### src/rtl/mdu_pkg.sv
// Shared definitions for the iterative multiply/divide unit: op codes and FSM states.
package mdu_pkg;

  localparam int MDU_WIDTH      = 32;
  localparam int MDU_REG_ADDR_W = 5;

  typedef enum logic [1:0] {
    MDU_MUL   = 2'b00,
    MDU_MULHU = 2'b01,
    MDU_DIVU  = 2'b10,
    MDU_REMU  = 2'b11
  } mdu_op_t;

  typedef enum logic [1:0] {
    IDLE = 2'd0,
    RUN  = 2'd1,
    DONE = 2'd2
  } mdu_state_t;

  // Both divide op codes have the upper bit set.
  function automatic logic mdu_is_div(mdu_op_t op);
    return op[1];
  endfunction

endpackage

### src/rtl/mul_div_unit_if.sv
// Issue and writeback bundle between the execute stage and the multiply/divide unit.
interface mul_div_unit_if
  import mdu_pkg::*;
#(
  parameter int WIDTH      = MDU_WIDTH,
  parameter int REG_ADDR_W = MDU_REG_ADDR_W
);
  logic                  start;
  mdu_op_t               op;
  logic [REG_ADDR_W-1:0] dest;
  logic [WIDTH-1:0]      src_a;
  logic [WIDTH-1:0]      src_b;
  logic                  flush;
  logic                  busy;
  logic                  wb_en;
  logic [REG_ADDR_W-1:0] wb_reg;
  logic [WIDTH-1:0]      wb_data;

  modport master (
    output start, op, dest, src_a, src_b, flush,
    input  busy, wb_en, wb_reg, wb_data
  );

  modport slave (
    input  start, op, dest, src_a, src_b, flush,
    output busy, wb_en, wb_reg, wb_data
  );
endinterface

### src/rtl/mdu_step.sv
// One radix-2 iteration: shift-add multiply step or restoring trial-subtract divide step.
module mdu_step #(
  parameter int WIDTH = 32
) (
  input  logic             is_div,
  input  logic [WIDTH-1:0] acc,      // product high half / partial remainder
  input  logic [WIDTH-1:0] q,        // multiplier bits / dividend-quotient bits
  input  logic [WIDTH-1:0] d,        // multiplicand / divisor
  output logic [WIDTH-1:0] acc_next,
  output logic [WIDTH-1:0] q_next
);

  logic [WIDTH:0]   sum;
  logic [WIDTH:0]   shifted;
  logic [WIDTH+1:0] diff;
  logic             fits;

  always_comb begin
    sum      = {1'b0, acc} + (q[0] ? {1'b0, d} : '0);
    shifted  = {acc, q[WIDTH-1]};
    diff     = {1'b0, shifted} - {2'b00, d};
    fits     = ~diff[WIDTH+1];
    acc_next = '0;
    q_next   = '0;
    if (is_div) begin
      // The remainder always stays below the divisor, so WIDTH bits hold it after restore.
      acc_next = fits ? diff[WIDTH-1:0] : shifted[WIDTH-1:0];
      q_next   = {q[WIDTH-2:0], fits};
    end else begin
      acc_next = sum[WIDTH:1];
      q_next   = {sum[0], q[WIDTH-1:1]};
    end
  end

endmodule

### src/rtl/mul_div_unit.sv
// Iterative unsigned multiply/divide unit: one bit per clock, one-cycle writeback strobe.
module mul_div_unit
  import mdu_pkg::*;
#(
  parameter int WIDTH      = MDU_WIDTH,
  parameter int REG_ADDR_W = MDU_REG_ADDR_W
) (
  input  logic           clk,
  input  logic           rst,
  mul_div_unit_if.slave  bus
);

  localparam int CNT_W = $clog2(WIDTH);

  mdu_state_t            state_reg;
  mdu_op_t               op_reg;
  logic [REG_ADDR_W-1:0] dest_reg;
  logic [WIDTH-1:0]      d_reg;
  logic [WIDTH-1:0]      acc_reg;
  logic [WIDTH-1:0]      q_reg;
  logic [CNT_W-1:0]      count_reg;
  logic                  busy_reg;
  logic                  wb_en_reg;
  logic [REG_ADDR_W-1:0] wb_reg_reg;
  logic [WIDTH-1:0]      wb_data_reg;

  logic [WIDTH-1:0]      acc_next;
  logic [WIDTH-1:0]      q_next;
  logic [WIDTH-1:0]      result_next;

  mdu_step #(.WIDTH(WIDTH)) u_step (
    .is_div   (mdu_is_div(op_reg)),
    .acc      (acc_reg),
    .q        (q_reg),
    .d        (d_reg),
    .acc_next (acc_next),
    .q_next   (q_next)
  );

  // The final iteration's outputs are the result, so it is captured on the last RUN edge.
  always_comb begin
    result_next = q_next;
    case (op_reg)
      MDU_MUL, MDU_DIVU:   result_next = q_next;
      MDU_MULHU, MDU_REMU: result_next = acc_next;
      default:             result_next = q_next;
    endcase
  end

  always_ff @(posedge clk) begin
    if (rst) begin
      state_reg   <= IDLE;
      op_reg      <= MDU_MUL;
      dest_reg    <= '0;
      d_reg       <= '0;
      acc_reg     <= '0;
      q_reg       <= '0;
      count_reg   <= '0;
      busy_reg    <= 1'b0;
      wb_en_reg   <= 1'b0;
      wb_reg_reg  <= '0;
      wb_data_reg <= '0;
    end else begin
      case (state_reg)
        IDLE: begin
          wb_en_reg <= 1'b0;
          if (bus.start && !bus.flush) begin
            op_reg    <= bus.op;
            dest_reg  <= bus.dest;
            // Multiply walks the multiplier through q; divide shifts the dividend out of q.
            d_reg     <= mdu_is_div(bus.op) ? bus.src_b : bus.src_a;
            q_reg     <= mdu_is_div(bus.op) ? bus.src_a : bus.src_b;
            acc_reg   <= '0;
            count_reg <= '0;
            state_reg <= RUN;
            busy_reg  <= 1'b1;
          end
        end
        RUN: begin
          if (bus.flush) begin
            state_reg <= IDLE;
            busy_reg  <= 1'b0;
            wb_en_reg <= 1'b0;
          end else begin
            acc_reg   <= acc_next;
            q_reg     <= q_next;
            count_reg <= count_reg + CNT_W'(1);
            if (count_reg == CNT_W'(WIDTH - 1)) begin
              state_reg   <= DONE;
              wb_en_reg   <= 1'b1;
              wb_reg_reg  <= dest_reg;
              wb_data_reg <= result_next;
            end
          end
        end
        DONE: begin
          state_reg <= IDLE;
          busy_reg  <= 1'b0;
          wb_en_reg <= 1'b0;
        end
        default: begin
          state_reg <= IDLE;
          busy_reg  <= 1'b0;
          wb_en_reg <= 1'b0;
        end
      endcase
    end
  end

  // Flush or reset arriving during DONE must still suppress the strobe in that same cycle.
  assign bus.wb_en   = wb_en_reg & ~bus.flush & ~rst;
  assign bus.busy    = busy_reg;
  assign bus.wb_reg  = wb_reg_reg;
  assign bus.wb_data = wb_data_reg;

endmodule

### src/flat_wrapper.sv
// flat-port wrapper written by rule: the top's interface ports become plain ports
module mul_div_unit_flat import mdu_pkg::*;
#(
  parameter int WIDTH      = MDU_WIDTH,
  parameter int REG_ADDR_W = MDU_REG_ADDR_W
)
  (clk, rst, bus_start, bus_op, bus_dest, bus_src_a, bus_src_b, bus_flush, bus_busy, bus_wb_en, bus_wb_reg, bus_wb_data);
  mul_div_unit_if #(.WIDTH(WIDTH), .REG_ADDR_W(REG_ADDR_W)) bus_i ();
  input  logic clk;
  input  logic rst;
  input wire logic [$bits(bus_i.start)-1:0] bus_start;
  input wire logic [$bits(bus_i.op)-1:0] bus_op;
  input wire logic [$bits(bus_i.dest)-1:0] bus_dest;
  input wire logic [$bits(bus_i.src_a)-1:0] bus_src_a;
  input wire logic [$bits(bus_i.src_b)-1:0] bus_src_b;
  input wire logic [$bits(bus_i.flush)-1:0] bus_flush;
  output wire logic [$bits(bus_i.busy)-1:0] bus_busy;
  output wire logic [$bits(bus_i.wb_en)-1:0] bus_wb_en;
  output wire logic [$bits(bus_i.wb_reg)-1:0] bus_wb_reg;
  output wire logic [$bits(bus_i.wb_data)-1:0] bus_wb_data;
  assign bus_i.start = bus_start;
  assign bus_i.op = bus_op;
  assign bus_i.dest = bus_dest;
  assign bus_i.src_a = bus_src_a;
  assign bus_i.src_b = bus_src_b;
  assign bus_i.flush = bus_flush;
  assign bus_busy = bus_i.busy;
  assign bus_wb_en = bus_i.wb_en;
  assign bus_wb_reg = bus_i.wb_reg;
  assign bus_wb_data = bus_i.wb_data;
  mul_div_unit #(.WIDTH(WIDTH), .REG_ADDR_W(REG_ADDR_W)) u_core (.clk(clk), .rst(rst), .bus(bus_i));
endmodule
### config.mk
export PLATFORM = sky130hd
export DESIGN_NAME = mul_div_unit_flat
export DESIGN_NICKNAME = d
export VERILOG_FILES = /design/src/rtl/mdu_pkg.sv /design/src/rtl/mul_div_unit_if.sv /design/src/rtl/mdu_step.sv /design/src/rtl/mul_div_unit.sv /design/src/flat_wrapper.sv
export SDC_FILE = /design/constraint.sdc
export NUM_CORES = 1
export LEC_CHECK = 0
export BUFFER_PORTS_ARGS = -buffer_cell sky130_fd_sc_hd__buf_2
export CAP_MARGIN = 10
export CORE_ASPECT_RATIO = 1.5
export CORE_UTILIZATION = 61
export DETAILED_ROUTE_END_ITERATION = 6
export PLACE_DENSITY = 0.85
export SETUP_SLACK_MARGIN = 0.2
export SYNTH_ARGS = -nofsm -noshare
export SYNTH_HDL_FRONTEND = slang
export SYNTH_SLANG_ARGS = --single-unit
### constraint.sdc
create_clock -name clk -period 4.4 [get_ports clk]
set_input_delay 0.88 -clock clk [delete_from_list [all_inputs] [get_ports clk]]
set_output_delay 0.88 -clock clk [all_outputs]
set_load 0.05 [all_outputs]
---- Word-level counts from Yosys, hierarchy flattened ----
Index checks and enable logic that the tools add are counted.
word-level totals
  input bits .............................. 75
  word-level logic and storage cells ...... 65
  register bits after elaboration ......... 149
operators by class
  eq/ne operators ......................... 9
  bitwise operators ....................... 6
  reductions and logical operators ........ 13
  mux-type cells .......................... 23
  add/sub/neg operators ................... 3
operators with widths
  cell                                                             count
  32-bit 2-to-1 mux                                                10
  32-bit case mux with 2 select lines                              3
  33-bit by 32-bit subtractor with 34-bit output                   1
  32-bit by 33-bit adder with 33-bit output                        1
  5-bit 2-to-1 mux                                                 2
  5-bit case mux with 2 select lines                               1
  2-bit 2-to-1 mux                                                 3
  2-bit AND reduction                                              3
  3-bit AND reduction                                              2
  5-bit by 1-bit adder with 5-bit output, second input constant    1
  5-bit == test, second input constant                             1
  2-bit by 1-bit == test with 1-bit output, second input constant  2
  2-bit == test, second input constant                             2
  2-bit logical NOT                                                2
  2-bit != test, second input constant                             2
  1-bit inverter                                                   4
  2-bit case mux with 2 select lines                               1
  2-bit OR reduction                                               2
  3-bit by 2-bit != test with 1-bit output, second input constant  1
  3-bit OR reduction                                               1
  1-bit AND                                                        2
  1-bit 2-to-1 mux                                                 2
  2-bit by 1-bit != test with 1-bit output, second input constant  1
  1-bit case mux with 2 select lines                               1
  3 further kinds                                                  3

---- Longest topological paths before layout ----
  depth in word-level cells ............... 5
  mapped depth ............................ 16
  mapped depth without buffers ............ 14

---- By module ----
A second synthesis with hierarchy kept.
second synthesis, totals
  cell total of the unflattened synthesis .. 1,411
  area, all modules ....................... 11,588.6 µm²
by module, submodules not included
  module        sequential area each (µm²)  cells an instance  times used  area an instance (µm²)
  mul_div_unit  2,982.9                     733                1           6,864.1
  mdu_step      0.0                         678                1           4,724.5

---- Worst setup path before layout ----
Ideal clock, no wire load.
  kind .................................... flip-flop to flip-flop
  start ................................... register u_core.q_reg[0]
  end ..................................... register u_core.wb_data_reg[31], in the netlist u_core.bus.wb_data[31]
  path slack .............................. 1.111 ns
  path buffers ............................ 1
  stages on the path, launching flop included .. 15
  library setup time ...................... 0.122 ns
  required time ........................... 4.278 ns
  data arrival time ....................... 3.167 ns
  path through ............................ dfxtp_1 > clkbuf_1 > and2_1 > ha_1 > a21o_1 > a21o_1 > a21o_1 > a221o_1 > a311o_1 > a21oi_2 > o21ai_2 > a21o_1 > a21oi_1 > o22ai_1 > a221o_1
between the ends
  longest elaborated chain between the ends .. 4
  elaborated cells on any way between the ends .. 5
RTL lines
  item                                           line                RTL
  start, declared                                mul_div_unit.sv:20  logic [WIDTH-1:0] q_reg;
  start signal, assigned                         mul_div_unit.sv:72  q_reg <= mdu_is_div(bus.op) ? bus.src_a : bus.src_b;
  start signal, assigned                         mul_div_unit.sv:86  q_reg <= q_next;
  32-bit 2-to-1 mux (*)                          mdu_step.sv:19      sum = {1'b0, acc} + (q[0] ? {1'b0, d} : '0);
  32-bit by 33-bit adder with 33-bit output (*)  mdu_step.sv:19
  32-bit 2-to-1 mux                              mdu_step.sv:25      if (is_div) begin
  32-bit case mux with 2 select lines (*)        mul_div_unit.sv:43  case (op_reg)
  end signal, assigned                           mul_div_unit.sv:92  wb_data_reg <= result_next;
  end, declared                                  mul_div_unit.sv:25  logic [WIDTH-1:0] wb_data_reg;
Every way passes the cells marked *; elsewhere a longest branch is shown, timed or not.
A chain may end at the register's enable or synchronous reset.

---- Worst setup path in the final report ----
  start ................................... register u_core.q_reg[0]
  end ..................................... register u_core.wb_data_reg[19], in the netlist u_core.bus.wb_data[19]
between the ends
  longest elaborated chain between the ends .. 4
RTL lines
  item                                       line
  32-bit 2-to-1 mux                          mdu_step.sv:19
  32-bit by 33-bit adder with 33-bit output  mdu_step.sv:19
  32-bit 2-to-1 mux                          mdu_step.sv:25
  32-bit case mux with 2 select lines        mul_div_unit.sv:43
No other way between the ends.

==> results.ini <==
[placed_design]
gp_congestion=0.9631
port_buffers=113
hpwl_um=25500
place_inst=1679

[sta]
fin_tns_setup_ns=0
hold_viol_final=0
setup_violations=0
tightest_slew_ns=1.138
fin_worst_skew_ns=0.01115
report.final.slew_viol_count=0
timing.final.crit_share_pct=86.56
fmax_ghz=0.2626
rsz0062_at_grt=false
final.min_clock_period_ns=3.809
timing.slew.headroom_pct=24.12

[floorplanning]
rows=59
die_y_um=166.5
pin_count=114
coreArea_um2=17500
die_w_um=111.6
initial_core_util_pct=62.87
die_area_um2=18580

[clocking]
numClockSinks=149
cts_hold_buf=0
clk_latency_ns=0.44
ctsResizeCount=0
clkTransAtPathRegs_ns=0.07
ctsRootBufferMaster=clkbuf_16
h-tree-depth=4
cts_post_setup_buffers_inserted=0
cts-buffers-inserted=17
tritoncts=done
clock_path_buffers=2

[drt]
drtIter0Drc=1108
viasPerCell=6.639
totalWireLength_um=35130
route.vias.total=11360
dr.pass1.iters=7
wl_per_cell_um=20.53
ant_nets=0
drcViolationCount=9

[yosys]
syn_inst=1423
ys_seq_elements=149
async_flop_share_pct=0
synth_common_cells=nand2_1, a21oi_1, dfxtp_1
ys_types=71
synth_top_area_share_pct=27.12
syn-cell-area_um2=11000
synth_largest_area_cell=dfxtp_1
synthTopCellsByArea=dfxtp_1, mux2i_1, ha_1
synth-main-ff-cell=dfxtp_1
synth_fp_nets=1566
synth_most_common_cell=nand2_1
avgSynthCellArea_um2=7.730
synth_edf_count=0
yosysWarnings=0
synth_seq_area_share_pct=27.12

[pwr]
power_density_nw_per_um2=299.8
finalPower_mw=3.657
p_leak_nw=5.316
vdd_ir_drop_max_mv=0.2612

[finish]
multi_input_area_um2=7363
synthToLayoutAreaGrowth_pct=10.89
fin_util_pct=69.71
final_cells=1711
diodes=0
nFillCells=1405
fin_nets=1628
seqCellArea_um2=2989
drive_above_1_share_pct=14.69

[critical_path]
cp_num_buf_inv=0
path_cells=and2_1 > ha_1 > fa_1 > a21o_1 > nand3_1 > a311oi_1 > o21a_1 > a221o_2 > a31oi_1 > xor2_1 > o21ai_0 > a31oi_1 > a2111oi_0
end_kind=flip-flop
cp.required_ns=4.71
crit_family=compound AO/OA/AOI/OAI gates
crit_path_start_kind=flip-flop
slowest_delay_ns=0.47
cp_max_fo=26
worstSetupPathType=reg -> reg
crit_path_frequent_cell=a31oi_1
arrival_ns=4.11
cp_slowest_cell=a221o_2

[global_route]
grt_antenna_before_repair=0
grtUsageTotal_pct=37.81
grt_pass1_vias=10700
overflow=0
grt_max_degree=74
grt_pass1_wl_um=55660

[job]
max-cap-violations=0

[hold_path]
hold_path.class=reg -> reg

[run_status]
failed_checks=design-rule violations
status=finished, violations left

-- worst reg2reg max path, cell delays in order, from the launching register on --
cell,delay [ns]
dfxtp_2,0.46
and2_1,0.22
ha_1,0.22
fa_1,0.42
a21o_1,0.19
nand3_1,0.14
a311oi_1,0.13
o21a_1,0.23
a221o_2,0.47
a31oi_1,0.36
xor2_1,0.10
o21ai_0,0.17
a31oi_1,0.10
a2111oi_0,0.47
-- per-layer routing --
layer,vias to the layer above,wire length [um],GRT usage (%)
met1,5340,13900,48.69
met4,0,1629,19.21
met3,115,3183,5.786
met5,-,0,0
li1,5270,-,-
met2,635,16410,61.11
-- cell usage in the layout, fill, tap and decap left out, types with 20 or more instances in the layout --
cell type  netlist  routed
a211oi_1        59      59
a21o_1          30      30
a21oi_1        150     150
a31oi_1         20      20
and2_1          36      36
buf_2            3     111
buf_4            3      31
dfxtp_1        149     146
ha_1            66      66
inv_1           48      48
mux2i_1         86      86
nand2_1        162     162
nand3_1         39      39
nor2_1         115     114
nor2b_1         21      21
nor3_1          28      27
o211ai_1        22      22
o21ai_0         70      70
xnor2_1         30      30
xor2_1          24      24
-- power by group --
part           switching [mW]  internal [mW]  leakage [nW]
registers              0.0612           1.40          1.21
clock network           0.672          0.839         0.300
logic                   0.424          0.264          3.80
total                    1.16           2.50          5.32
-- logic make-up after synthesis --
kind of cell               Yosys count  synth area share, %
buffers and inverters              148                6.029
AOI/OAI and AO/OA                  444                25.92
DFF                                149                27.12
xor gates and xnor gates            54                4.300
adders and majority gates           68                7.872
muxes                              102                9.464
and+or+nand+nor                    458                19.29
-- metrics by stage --
step | hold WS, ns | setup slack (ns) | cell area [um2]
2_1_floorplan | 0.4319 | 1.111 | 11000
3_3_place_gp | 0.4402 | 0.5973 | 11590
3_5_place_dp | 0.4428 | 0.4624 | 11590
4_1_cts | 0.4562 | 0.4615 | 12200
5_1_grt | 0.4767 | 0.3035 | 12200
6_report | 0.4555 | 0.5915 | 12200
-- final timing paths --
path / cells after the start / end / slack (ns) / from
hold / removal: 2 / u_core.bus.wb_reg[2]$_SDFFE_PP0P_ / 0.46 / u_core.dest_reg[2]$_SDFFE_PP0P_
hold reg to reg: 2 / u_core.bus.wb_reg[2]$_SDFFE_PP0P_ / 0.46 / u_core.dest_reg[2]$_SDFFE_PP0P_
setup reg to reg: 13 / u_core.bus.wb_data[19]$_SDFFE_PP0P_ / 0.59 / u_core.q_reg[0]$_SDFFE_PP0P_
setup / recovery: 13 / u_core.bus.wb_data[19]$_SDFFE_PP0P_ / 0.59 / u_core.q_reg[0]$_SDFFE_PP0P_
-- area by class of cell --
cell class,instances,share of cell area (%)
multi-input cells,1126,60.37
flip-flops and latches,149,24.51
inverters,49,1.508
repair buffers,142,6.463
clock inverters,14,1.272
well taps,213,2.185
clock buffers,18,3.693
(Power assumes the default switching activity.)
